==> src/rtl/ptp_sfd_ts_fifo_if.sv <==
// Bundle of XGMII pass-through, RTC and timestamp FIFO signals for ptp_sfd_ts_fifo.
// The slave modport is the capture engine; the master modport is the side that drives it.
interface ptp_sfd_ts_fifo_if #(
  parameter int DATA_W = 64,
  parameter int DEPTH  = 8,
  parameter int TS_W   = 80,
  parameter int SEQ_W  = 16
);
  localparam int LANES = DATA_W / 8;
  localparam int AW    = $clog2(DEPTH);
  localparam int ENT_W = SEQ_W + 3 + TS_W;

  logic              clk_en_i;
  logic              dis_i;
  logic [DATA_W-1:0] xgmii_d_i;
  logic [LANES-1:0]  xgmii_c_i;
  logic [DATA_W-1:0] xgmii_d_o;
  logic [LANES-1:0]  xgmii_c_o;
  logic [TS_W-1:0]   rtc_i;
  logic              ts_valid_o;
  logic [ENT_W-1:0]  ts_data_o;
  logic              ts_pop_i;
  logic [AW:0]       ts_count_o;
  logic [7:0]        ovf_cnt_o;
  logic              ovf_clr_i;
  logic              int_en_i;
  logic [AW:0]       int_thr_i;
  logic              int_o;

  modport slave (
    input  clk_en_i, dis_i, xgmii_d_i, xgmii_c_i, rtc_i, ts_pop_i,
           ovf_clr_i, int_en_i, int_thr_i,
    output xgmii_d_o, xgmii_c_o, ts_valid_o, ts_data_o, ts_count_o,
           ovf_cnt_o, int_o
  );

  modport master (
    output clk_en_i, dis_i, xgmii_d_i, xgmii_c_i, rtc_i, ts_pop_i,
           ovf_clr_i, int_en_i, int_thr_i,
    input  xgmii_d_o, xgmii_c_o, ts_valid_o, ts_data_o, ts_count_o,
           ovf_cnt_o, int_o
  );
endinterface

==> src/rtl/ptp_sfd_ts_fifo.sv <==
// XGMII start-of-frame timestamp capture: snapshots the RTC on FB/control in lane 0 or 4,
// tags it with a sequence number and queues it in a DEPTH-entry FIFO with a registered head.
module ptp_sfd_ts_fifo #(
  parameter int DATA_W = 64,
  parameter int DEPTH  = 8,
  parameter int TS_W   = 80,
  parameter int SEQ_W  = 16
) (
  input  logic             xge_clk,
  input  logic             xge_rst,
  ptp_sfd_ts_fifo_if.slave bus
);
  localparam int LANES = DATA_W / 8;
  localparam int AW    = $clog2(DEPTH);
  localparam int ENT_W = SEQ_W + 3 + TS_W;
  localparam logic [AW:0] FULL_CNT = (AW+1)'(DEPTH);

  logic [DATA_W-1:0] d_o_r;
  logic [LANES-1:0]  c_o_r;
  logic              cap_vld_r;
  logic [2:0]        cap_lane_r;
  logic [TS_W-1:0]   cap_ts_r;
  logic [SEQ_W-1:0]  cap_seq_r;
  logic [SEQ_W-1:0]  seq_r;

  logic [ENT_W-1:0]  mem_r [DEPTH];
  logic [AW-1:0]     wr_ptr_r;
  logic [AW-1:0]     rd_ptr_r;
  logic [AW:0]       cnt_r;
  logic [ENT_W-1:0]  head_r;
  logic              valid_r;
  logic [7:0]        ovf_r;
  logic              int_r;

  logic              hit_s;
  logic [2:0]        lane_s;
  logic              det_s;
  logic              push_s;
  logic              pop_s;
  logic              full_s;
  logic              wr_en_s;
  logic              drop_s;
  logic [AW-1:0]     rd_nxt_s;
  logic [AW:0]       cnt_nxt_s;
  logic [ENT_W-1:0]  wdata_s;
  logic [ENT_W-1:0]  head_nxt_s;

  // Start detect: lowest lane on a 4-lane boundary carrying control FB wins
  always_comb begin
    hit_s  = 1'b0;
    lane_s = 3'd0;
    for (int k = 0; k < LANES; k += 4) begin
      lane_s = (!hit_s && bus.xgmii_c_i[k] && (bus.xgmii_d_i[8*k +: 8] == 8'hFB)) ? 3'(k) : lane_s;
      hit_s  = hit_s | (bus.xgmii_c_i[k] && (bus.xgmii_d_i[8*k +: 8] == 8'hFB));
    end
    det_s = bus.clk_en_i & ~bus.dis_i & hit_s;
  end

  // Pass-through registers, capture stage and sequence counter, all qualified by clk_en_i
  always_ff @(posedge xge_clk or posedge xge_rst) begin
    if (xge_rst) begin
      d_o_r      <= '0;
      c_o_r      <= '1;
      cap_vld_r  <= 1'b0;
      cap_lane_r <= 3'd0;
      cap_ts_r   <= '0;
      cap_seq_r  <= '0;
      seq_r      <= '0;
    end else if (bus.clk_en_i) begin
      d_o_r     <= bus.xgmii_d_i;
      c_o_r     <= bus.xgmii_c_i;
      cap_vld_r <= det_s;
      if (det_s) begin
        cap_lane_r <= lane_s;
        cap_ts_r   <= bus.rtc_i;
        cap_seq_r  <= seq_r;
        seq_r      <= seq_r + SEQ_W'(1'b1);
      end
    end
  end

  // FIFO control; a write into the slot the read pointer lands on bypasses to the head
  always_comb begin
    push_s     = bus.clk_en_i & cap_vld_r;
    pop_s      = bus.ts_pop_i & (cnt_r != {(AW+1){1'b0}});
    full_s     = (cnt_r == FULL_CNT);
    wr_en_s    = push_s & (~full_s | pop_s);
    drop_s     = push_s & full_s & ~pop_s;
    rd_nxt_s   = rd_ptr_r + AW'(pop_s);
    cnt_nxt_s  = cnt_r + (AW+1)'(wr_en_s) - (AW+1)'(pop_s);
    wdata_s    = {cap_seq_r, cap_lane_r, cap_ts_r};
    head_nxt_s = (wr_en_s && (wr_ptr_r == rd_nxt_s)) ? wdata_s : mem_r[rd_nxt_s];
  end

  // FIFO storage, pointers, occupancy and registered head entry
  always_ff @(posedge xge_clk or posedge xge_rst) begin
    if (xge_rst) begin
      for (int i = 0; i < DEPTH; i++) begin
        mem_r[i] <= '0;
      end
      wr_ptr_r <= '0;
      rd_ptr_r <= '0;
      cnt_r    <= '0;
      head_r   <= '0;
      valid_r  <= 1'b0;
    end else begin
      if (wr_en_s) begin
        mem_r[wr_ptr_r] <= wdata_s;
        wr_ptr_r        <= wr_ptr_r + AW'(1'b1);
      end
      rd_ptr_r <= rd_nxt_s;
      cnt_r    <= cnt_nxt_s;
      head_r   <= head_nxt_s;
      valid_r  <= (cnt_nxt_s != {(AW+1){1'b0}});
    end
  end

  // Overflow counter (clear beats increment) and occupancy interrupt
  always_ff @(posedge xge_clk or posedge xge_rst) begin
    if (xge_rst) begin
      ovf_r <= 8'd0;
      int_r <= 1'b0;
    end else begin
      if (bus.ovf_clr_i) begin
        ovf_r <= 8'd0;
      end else if (drop_s && (ovf_r != 8'hFF)) begin
        ovf_r <= ovf_r + 8'd1;
      end
      int_r <= bus.int_en_i & (cnt_r >= bus.int_thr_i) & (bus.int_thr_i != {(AW+1){1'b0}});
    end
  end

  assign bus.xgmii_d_o  = d_o_r;
  assign bus.xgmii_c_o  = c_o_r;
  assign bus.ts_valid_o = valid_r;
  assign bus.ts_data_o  = head_r;
  assign bus.ts_count_o = cnt_r;
  assign bus.ovf_cnt_o  = ovf_r;
  assign bus.int_o      = int_r;
endmodule

==> src/flat_wrapper.sv <==
// flat-port wrapper written by rule: the top's interface ports become plain ports
module ptp_sfd_ts_fifo_flat 
#(
  parameter int DATA_W = 64,
  parameter int DEPTH  = 8,
  parameter int TS_W   = 80,
  parameter int SEQ_W  = 16
)
  (xge_clk, xge_rst, bus_clk_en_i, bus_dis_i, bus_xgmii_d_i, bus_xgmii_c_i, bus_rtc_i, bus_ts_pop_i, bus_ovf_clr_i, bus_int_en_i, bus_int_thr_i, bus_xgmii_d_o, bus_xgmii_c_o, bus_ts_valid_o, bus_ts_data_o, bus_ts_count_o, bus_ovf_cnt_o, bus_int_o);
  ptp_sfd_ts_fifo_if #(.DATA_W(DATA_W), .DEPTH(DEPTH), .TS_W(TS_W), .SEQ_W(SEQ_W)) bus_i ();
  input  logic xge_clk;
  input  logic xge_rst;
  input wire logic [$bits(bus_i.clk_en_i)-1:0] bus_clk_en_i;
  input wire logic [$bits(bus_i.dis_i)-1:0] bus_dis_i;
  input wire logic [$bits(bus_i.xgmii_d_i)-1:0] bus_xgmii_d_i;
  input wire logic [$bits(bus_i.xgmii_c_i)-1:0] bus_xgmii_c_i;
  input wire logic [$bits(bus_i.rtc_i)-1:0] bus_rtc_i;
  input wire logic [$bits(bus_i.ts_pop_i)-1:0] bus_ts_pop_i;
  input wire logic [$bits(bus_i.ovf_clr_i)-1:0] bus_ovf_clr_i;
  input wire logic [$bits(bus_i.int_en_i)-1:0] bus_int_en_i;
  input wire logic [$bits(bus_i.int_thr_i)-1:0] bus_int_thr_i;
  output wire logic [$bits(bus_i.xgmii_d_o)-1:0] bus_xgmii_d_o;
  output wire logic [$bits(bus_i.xgmii_c_o)-1:0] bus_xgmii_c_o;
  output wire logic [$bits(bus_i.ts_valid_o)-1:0] bus_ts_valid_o;
  output wire logic [$bits(bus_i.ts_data_o)-1:0] bus_ts_data_o;
  output wire logic [$bits(bus_i.ts_count_o)-1:0] bus_ts_count_o;
  output wire logic [$bits(bus_i.ovf_cnt_o)-1:0] bus_ovf_cnt_o;
  output wire logic [$bits(bus_i.int_o)-1:0] bus_int_o;
  assign bus_i.clk_en_i = bus_clk_en_i;
  assign bus_i.dis_i = bus_dis_i;
  assign bus_i.xgmii_d_i = bus_xgmii_d_i;
  assign bus_i.xgmii_c_i = bus_xgmii_c_i;
  assign bus_i.rtc_i = bus_rtc_i;
  assign bus_i.ts_pop_i = bus_ts_pop_i;
  assign bus_i.ovf_clr_i = bus_ovf_clr_i;
  assign bus_i.int_en_i = bus_int_en_i;
  assign bus_i.int_thr_i = bus_int_thr_i;
  assign bus_xgmii_d_o = bus_i.xgmii_d_o;
  assign bus_xgmii_c_o = bus_i.xgmii_c_o;
  assign bus_ts_valid_o = bus_i.ts_valid_o;
  assign bus_ts_data_o = bus_i.ts_data_o;
  assign bus_ts_count_o = bus_i.ts_count_o;
  assign bus_ovf_cnt_o = bus_i.ovf_cnt_o;
  assign bus_int_o = bus_i.int_o;
  ptp_sfd_ts_fifo #(.DATA_W(DATA_W), .DEPTH(DEPTH), .TS_W(TS_W), .SEQ_W(SEQ_W)) u_core (.xge_clk(xge_clk), .xge_rst(xge_rst), .bus(bus_i));
endmodule
==> config.mk <==
export PLATFORM = sky130hd
export DESIGN_NAME = ptp_sfd_ts_fifo_flat
export DESIGN_NICKNAME = d
export VERILOG_FILES = /design/src/rtl/ptp_sfd_ts_fifo_if.sv /design/src/rtl/ptp_sfd_ts_fifo.sv /design/src/flat_wrapper.sv
export SDC_FILE = /design/constraint.sdc
export NUM_CORES = 2
export LEC_CHECK = 0
export ABC_AREA = 1
export BUFFER_PORTS_ARGS = -buffer_cell sky130_fd_sc_hd__clkbuf_2
export CORE_MARGIN = 2
export CORE_UTILIZATION = 57
export CTS_CLUSTER_SIZE = 25
export DETAILED_ROUTE_END_ITERATION = 16
export PLACE_DENSITY = 0.76
export SYNTH_ARGS = -nofsm -noshare
export SYNTH_HDL_FRONTEND = slang
export SYNTH_SLANG_ARGS = --single-unit
==> constraint.sdc <==
create_clock -name xge_clk -period 40.4 [get_ports xge_clk]
set_clock_uncertainty 0.1 [all_clocks]
set_input_delay 2.02 -clock xge_clk [delete_from_list [all_inputs] [get_ports xge_clk]]
set_output_delay 2.02 -clock xge_clk [all_outputs]
set_load 0.01 [all_outputs]
### Yosys cells after proc, flatten, opt, wreduce, memory -nomap -nowiden

Cells that the tools add are included.

* reduce and logical (&&, ||, !) cells: 13
* bitwise operators: 16
* order comparisons: 4
* eq/ne operators: 5
* muxes and demuxes: 10
* add/subtract/negate cells: 6

Operator list (count)
* 792-bit bitwise mux: 1
* 99-bit 2-to-1 mux: 4
* 99-bit binary-select mux with 3-bit select: 1
* 99-bit demux with 3-bit select: 1
* 16-bit by 1-bit adder with 16-bit output (second input constant): 1
* 8-bit == test (second input constant): 2
* 8-bit 2-to-1 mux: 2
* 4-bit nonzero test: 3
* 1-bit bitwise AND: 9
* 8-bit by 1-bit adder with 8-bit output (second input constant): 1
* 4-bit >= comparator (second input constant): 2
* 8-bit != test (second input constant): 1
* 3-bit inverter with 4-bit output: 2
* 1-bit logical AND: 7
* 4-bit by 1-bit adder with 4-bit output: 1
* 4-bit == test (second input constant): 1
* 4-bit >= comparator: 1
* 4-bit by 1-bit < comparator with 1-bit output (second input constant): 1
* 4-bit by 1-bit subtractor with 4-bit output: 1
* 3-bit by 1-bit adder with 3-bit output: 1
* 3-bit by 1-bit adder with 3-bit output (second input constant): 1
* 3-bit == test: 1
* 3-bit 2-to-1 mux: 1
* 1-bit inverter: 3
* 4 further kinds: 5

* register bits: 1099
* output and inout port bits: 185
* bits of input ports: 163

### Logic depth before layout (Yosys ltp)

* depth after elaboration: 8
* gate-level depth with buffers: 18

### Worst setup path after synthesis

No wires, ideal clock.

* path kind: input-to-reg
* start: input bus_clk_en_i
* end: register u_core.valid_r (netlist: u_core.bus.ts_valid_o)
* data required time: 40175 ps
* path slack: 36219 ps
* stages: 12
* arrival: 3956 ps
* cell sequence: buf_2 -> nand2_1 -> a21oi_4 -> buf_4 -> buf_2 -> buf_2 -> ha_1 -> inv_1 -> fa_1 -> inv_1 -> nor3_1 -> nand2_1

* cells in the longest elaborated chain, start to end: 5

RTL lines
* start, declared: line flat_wrapper.sv:13 `input wire logic [$bits(bus_i.clk_en_i)-1:0] bus_clk_en_i;`
* 1-bit bitwise AND: line ptp_sfd_ts_fifo.sv:84 `push_s = bus.clk_en_i & cap_vld_r;`
* 1-bit bitwise AND: line ptp_sfd_ts_fifo.sv:87 `wr_en_s = push_s & (~full_s | pop_s);`
* via u_core.wr_en_s: line ptp_sfd_ts_fifo.sv:41 `logic wr_en_s;`
* 4-bit by 1-bit adder with 4-bit output: line ptp_sfd_ts_fifo.sv:90 `cnt_nxt_s = cnt_r + (AW+1)'(wr_en_s) - (AW+1)'(pop_s);`
* 4-bit by 1-bit subtractor with 4-bit output: line ptp_sfd_ts_fifo.sv:90
* via u_core.cnt_nxt_s[1]: line ptp_sfd_ts_fifo.sv:44 `logic [AW:0] cnt_nxt_s;`
* 4-bit nonzero test: line ptp_sfd_ts_fifo.sv:114 `valid_r <= (cnt_nxt_s != {(AW+1){1'b0}});`
* end signal, assigned: line ptp_sfd_ts_fifo.sv:114
* end, declared: line ptp_sfd_ts_fifo.sv:31 `logic valid_r;`

The timed path passes the listed nets, and every way through them passes these cells.
A chain may end at the register's enable or synchronous reset.

### Worst setup path in the final report

* start: input bus_clk_en_i
* end: register u_core.mem_r[234] in the netlist's numbering

* cells in the longest elaborated chain, start to end: 2

RTL lines
* 1-bit bitwise AND: line ptp_sfd_ts_fifo.sv:84
* 1-bit bitwise AND: line ptp_sfd_ts_fifo.sv:87
* end signal, assigned by index: line ptp_sfd_ts_fifo.sv:108 `mem_r[wr_ptr_r] <= wdata_s;`
* end, declared: line ptp_sfd_ts_fifo.sv:26 `logic [ENT_W-1:0] mem_r [DEPTH];`

No other way between the ends.

==> run_results.csv <==
group,metric,value,unit
worst_setup_path,critical_path.top_delay_family,"buffers and inverters",
logic_synthesis,synth-warning-count,0,
finish,n_fill_cell,7678,
sta,slew_viol_final,0,
sta,rsz0062_at_grt,"false",
worst_setup_path,r2r-end,"u_core.mem_r[234]$_DFFE_PP0P_",
logic_synthesis,syn_inst,6721,
sta,fmax,145,MHz
logic_synthesis,synth.cell_area,50400,µm²
sta,fin_setup_tns,0,ns
cts,clk_latency,0.71,ns
route,drc_errors,0,
finish,utilization,63.3,%
route,firstDrtPassIters,6,
logic_synthesis,seq_area_frac_synth,53.6,%
worst_setup_path,cp_slowest_cell,"buf_4",
sta,worst_slew_pin_slew,1.18,ns
place,finalWeightedCongestion,0.837,
global_route,grt_pass1_vias,43119,
worst_setup_path,timing_worst_setup_path_type,"in -> reg",
worst_setup_path,reg2regPathDepth,11,
route,drtIter0Drc,5751,
route,wire_per_inst,18.9,µm
place,placement.io_buffers,345,
global_route,grt_max_degree,215,
power_and_ir_drop,pwr-share-clk,34.5,%
sta,finalHoldViolCount,0,
floorplanning,start_util,57.3,%
finish,drive_above_1_share,9.19,%
global_route,grt_pass1_wl,240,mm
floorplanning,design.die.area,90900,µm²
worst_setup_path,r2r-start,"u_core.bus.ts_count_o[2]$_DFF_PP0_",
sta,report.final.setup_viol,0,
cts,clock_sinks,1079,
global_route,antenna_found_initial,0,
min_path,hold_start,"u_core.bus.xgmii_c_o[2]$_DFFE_PP1P_",
worst_setup_path,crit_arrival,7.42,ns
finish,multi_input_area,21000,µm²
floorplanning,die_x,301,µm
route,wirelength,150,mm
power_and_ir_drop,switching_share,37.1,%
finish,ff_latch_area,27000,µm²
worst_setup_path,cp_max_fo,112,
cts,ctsResizeCount,0,
worst_setup_path,reg2reg_slack,34.85,ns
power_and_ir_drop,vdd_ir_drop_max,0.0000752,V
floorplanning,die_h,301,µm
cts,htreeDepth,3,
power_and_ir_drop,seq_power_share,37.3,%
cts,cts_setup_buffers,0,
cts,cts_made_buffers,111,
worst_setup_path,crit_buf_inv,6,
sta,finalCritPeriodShare,17.1,%
power_and_ir_drop,combPwrFrac,28.3,%
global_route,grt_overflow,0,
worst_setup_path,critPathCaptureType,"flop",
sta,fin_crit,6.90,ns
worst_setup_path,cp-start-kind,"input pin",
cts,cts_root_buffer,"clkbuf_16",
finish,n_antenna_cell,0,
logic_synthesis,syn_avg_cell_area,7.50,µm²
logic_synthesis,ys_seq_elements,1079,
cts,clk_pin_slew,0.06,ns
worst_setup_path,path_cells,"clkbuf_2 > buf_4 > nand2_1 > a21oi_4 > buf_4 > buf_4 > buf_4 > buf_4 > nand3_1 > nand2_1",
route,ant_nets,0,
route,vias,45183,
power_and_ir_drop,p_int,1.94,mW
min_path,hold_path_class,"reg -> reg",
finish,nNetsFinal,6853,
cts,clockBufferDepth,3,
global_route,grtUsageTotal,33.1,%
power_and_ir_drop,power-per-cell-area,55.4,nW/µm²
logic_synthesis,ys_types,30,
sta,slew-limit-headroom,21.5,%
finish,synthToLayoutAreaGrowth,10.4,%
worst_setup_path,cp_common_cell,"buf_4",
cts,hold_buffers,0,
floorplanning,core_area,88000,µm²
run_status,status,"finished clean",
floorplanning,rows,109,
cts,tritoncts,"built",
worst_setup_path,cp.required,40.92,ns
power_and_ir_drop,power_leakage,31.4,nW
route,routed_via_density,5.70,
min_path,hold_path_depth,2,
place,hpwl,75.1,mm
power_and_ir_drop,p_sw,1.14,mW
floorplanning,pin_count,348,
worst_setup_path,cpPeakStageDelay,0.99,ns
min_path,hold_end,"u_core.bus.xgmii_c_o[2]$_DFFE_PP1P_",
flow_run,cap_viol_max_count,0,
## cells in the mapped netlist
library cell / instances / area, µm²
a21boi_0: 1 / 7.51
a21oi_1: 5 / 25.0
a21oi_4: 1 / 16.3
and2_1: 1 / 6.26
buf_1: 16 / 60.1
buf_2: 200 / 1000
buf_4: 7 / 52.6
clkbuf_1: 343 / 1290
clkinv_1: 1 / 3.75
conb_1: 1 / 3.75
dfrtp_1: 1071 / 26800
dfstp_2: 8 / 210
fa_1: 1 / 20.0
ha_1: 15 / 188
inv_1: 46 / 173
inv_2: 5 / 18.8
nand2_1: 3415 / 12800
nand2_2: 6 / 37.5
nand3_1: 904 / 4520
nand3b_1: 2 / 15.0
nand4_1: 6 / 37.5
nor2_1: 231 / 867
nor2_2: 5 / 31.3
nor2_4: 1 / 11.3
nor3_1: 2 / 10.0
o21ai_0: 334 / 1670
o21ai_1: 77 / 385
o21bai_1: 1 / 7.51
xnor2_1: 4 / 35.0
xor2_1: 11 / 96.3
## worst max-delay path by stage
stage	start	endpoint	slack, ns	cells past startpoint
2_1_floorplan	xge_rst	u_core.bus.int_o$_DFF_PP0_	7.92	1
3_3_place_gp	bus_clk_en_i	u_core.mem_r[724]$_DFFE_PP0P_	33.04	10
3_5_place_dp	bus_clk_en_i	u_core.mem_r[326]$_DFFE_PP0P_	32.96	10
4_1_cts	bus_clk_en_i	u_core.mem_r[327]$_DFFE_PP0P_	33.64	10
5_1_grt	bus_clk_en_i	u_core.mem_r[623]$_DFFE_PP0P_	33.15	10
6_report	bus_clk_en_i	u_core.mem_r[234]$_DFFE_PP0P_	33.50	10
## cells in the final DEF, fill, tap and decap left out
cell type      n
dfstp_2        8
inv_4          1
clkinv_1       1
dfrtp_1     1071
bufinv_16     11
nor3_1         2
and2_1         1
conb_1         2
a21oi_4        1
nand4_1        6
clkinv_8       1
inv_6          4
clkbuf_2     345
clkbuf_16    112
o21ai_0      334
buf_4         54
nor2_1       228
clkbuf_8      23
xor2_1        11
nand2_4       12
xnor2_1        4
o21bai_1       1
a21oi_1        5
fa_1           1
inv_16         2
nand3b_1       2
clkinvlp_4     1
ha_4           2
o21ai_1       77
inv_1         44
nor2_4         9
inv_2          3
nand3_1      904
ha_1          13
inv_8          2
clkinv_2      25
buf_12         6
nand2_1     3409
a21boi_0       1
clkbuf_1      28
## registers in the layout, summed over array words and instances (netlist names)
signal                 flops
u_core.bus.int_o           1
u_core.bus.ovf_cnt_o       8
u_core.bus.ts_count_o      4
u_core.bus.ts_data_o      97
u_core.bus.ts_valid_o      1
u_core.bus.xgmii_c_o       8
u_core.bus.xgmii_d_o      64
u_core.cap_lane_r          1
u_core.cap_seq_r          16
u_core.cap_ts_r           80
u_core.cap_vld_r           1
u_core.mem_r             776
u_core.rd_ptr_r            3
u_core.seq_r              16
u_core.wr_ptr_r            3
## kinds of logic after synthesis
kind of cell / after synthesis / synth area share [%]
buf+inv: 618 / 5.15
xor+xnor: 15 / 0.261
fa+ha+maj: 16 / 0.412
compound gates: 419 / 4.19
flops: 1079 / 53.6
simple gates: 4573 / 36.4
other cells: 1 / 0.00744
## through the flow
| stage | power, mW | cell area [µm²] | instances | setup WS [ns] | hold WS (ns) |
|---|---|---|---|---|---|
| CTS | 3.07 | 55700 | 7932 | 33.64 | 0.361 |
| floorplan | 1.73 | 50400 | 6722 | 7.92 | 0.337 |
| global placement | 2.01 | 51900 | 7726 | 33.04 | 0.347 |
| finish | 3.08 | 55700 | 7932 | 33.50 | 0.360 |
| detailed placement | 2.02 | 51900 | 7726 | 32.96 | 0.352 |
| global route | 3.22 | 55700 | 7932 | 33.15 | 0.378 |
## layout make-up
cell class                 instances  share of cell area (%)
timing repair buffer             405                    4.05
clock inverter                    43                   0.980
inverter                          52                   0.391
tap                             1165                    2.62
clock buffer                     163                    5.79
multi-input combinational       5025                    37.7
sequential                      1079                    48.5
## routing by layer
layer	share of wire (%)	vias to the layer above	track usage, %
li1	-	21002	-
met1	41	21692	46.2
met2	47	2153	52.8
met3	9.0	336	4.47
met4	3.3	0	12.8
met5	0	-	0
## worst register-to-register path: stages, from the launching register on
cell and delay [ns]:
dfrtp_1 0.39, inv_1 0.09, ha_1 0.20, nand2_1 0.06, nand2_1 0.11, a21oi_4 0.71, buf_4 0.53, buf_4 0.88
buf_4 0.93, buf_4 1.07, nand3_1 0.25, nand2_1 0.14
## power by group through the flow
stage	sequential (mW)	clock (mW)	combinational (mW)
2_1_floorplan	1.17	0	0.555
5_1_grt	1.15	1.12	0.952
3_3_place_gp	1.17	0	0.844
3_5_place_dp	1.17	0	0.848
4_1_cts	1.15	1.07	0.853
6_report	1.15	1.06	0.872
No activity file was read; power rests on OpenSTA's default activity.
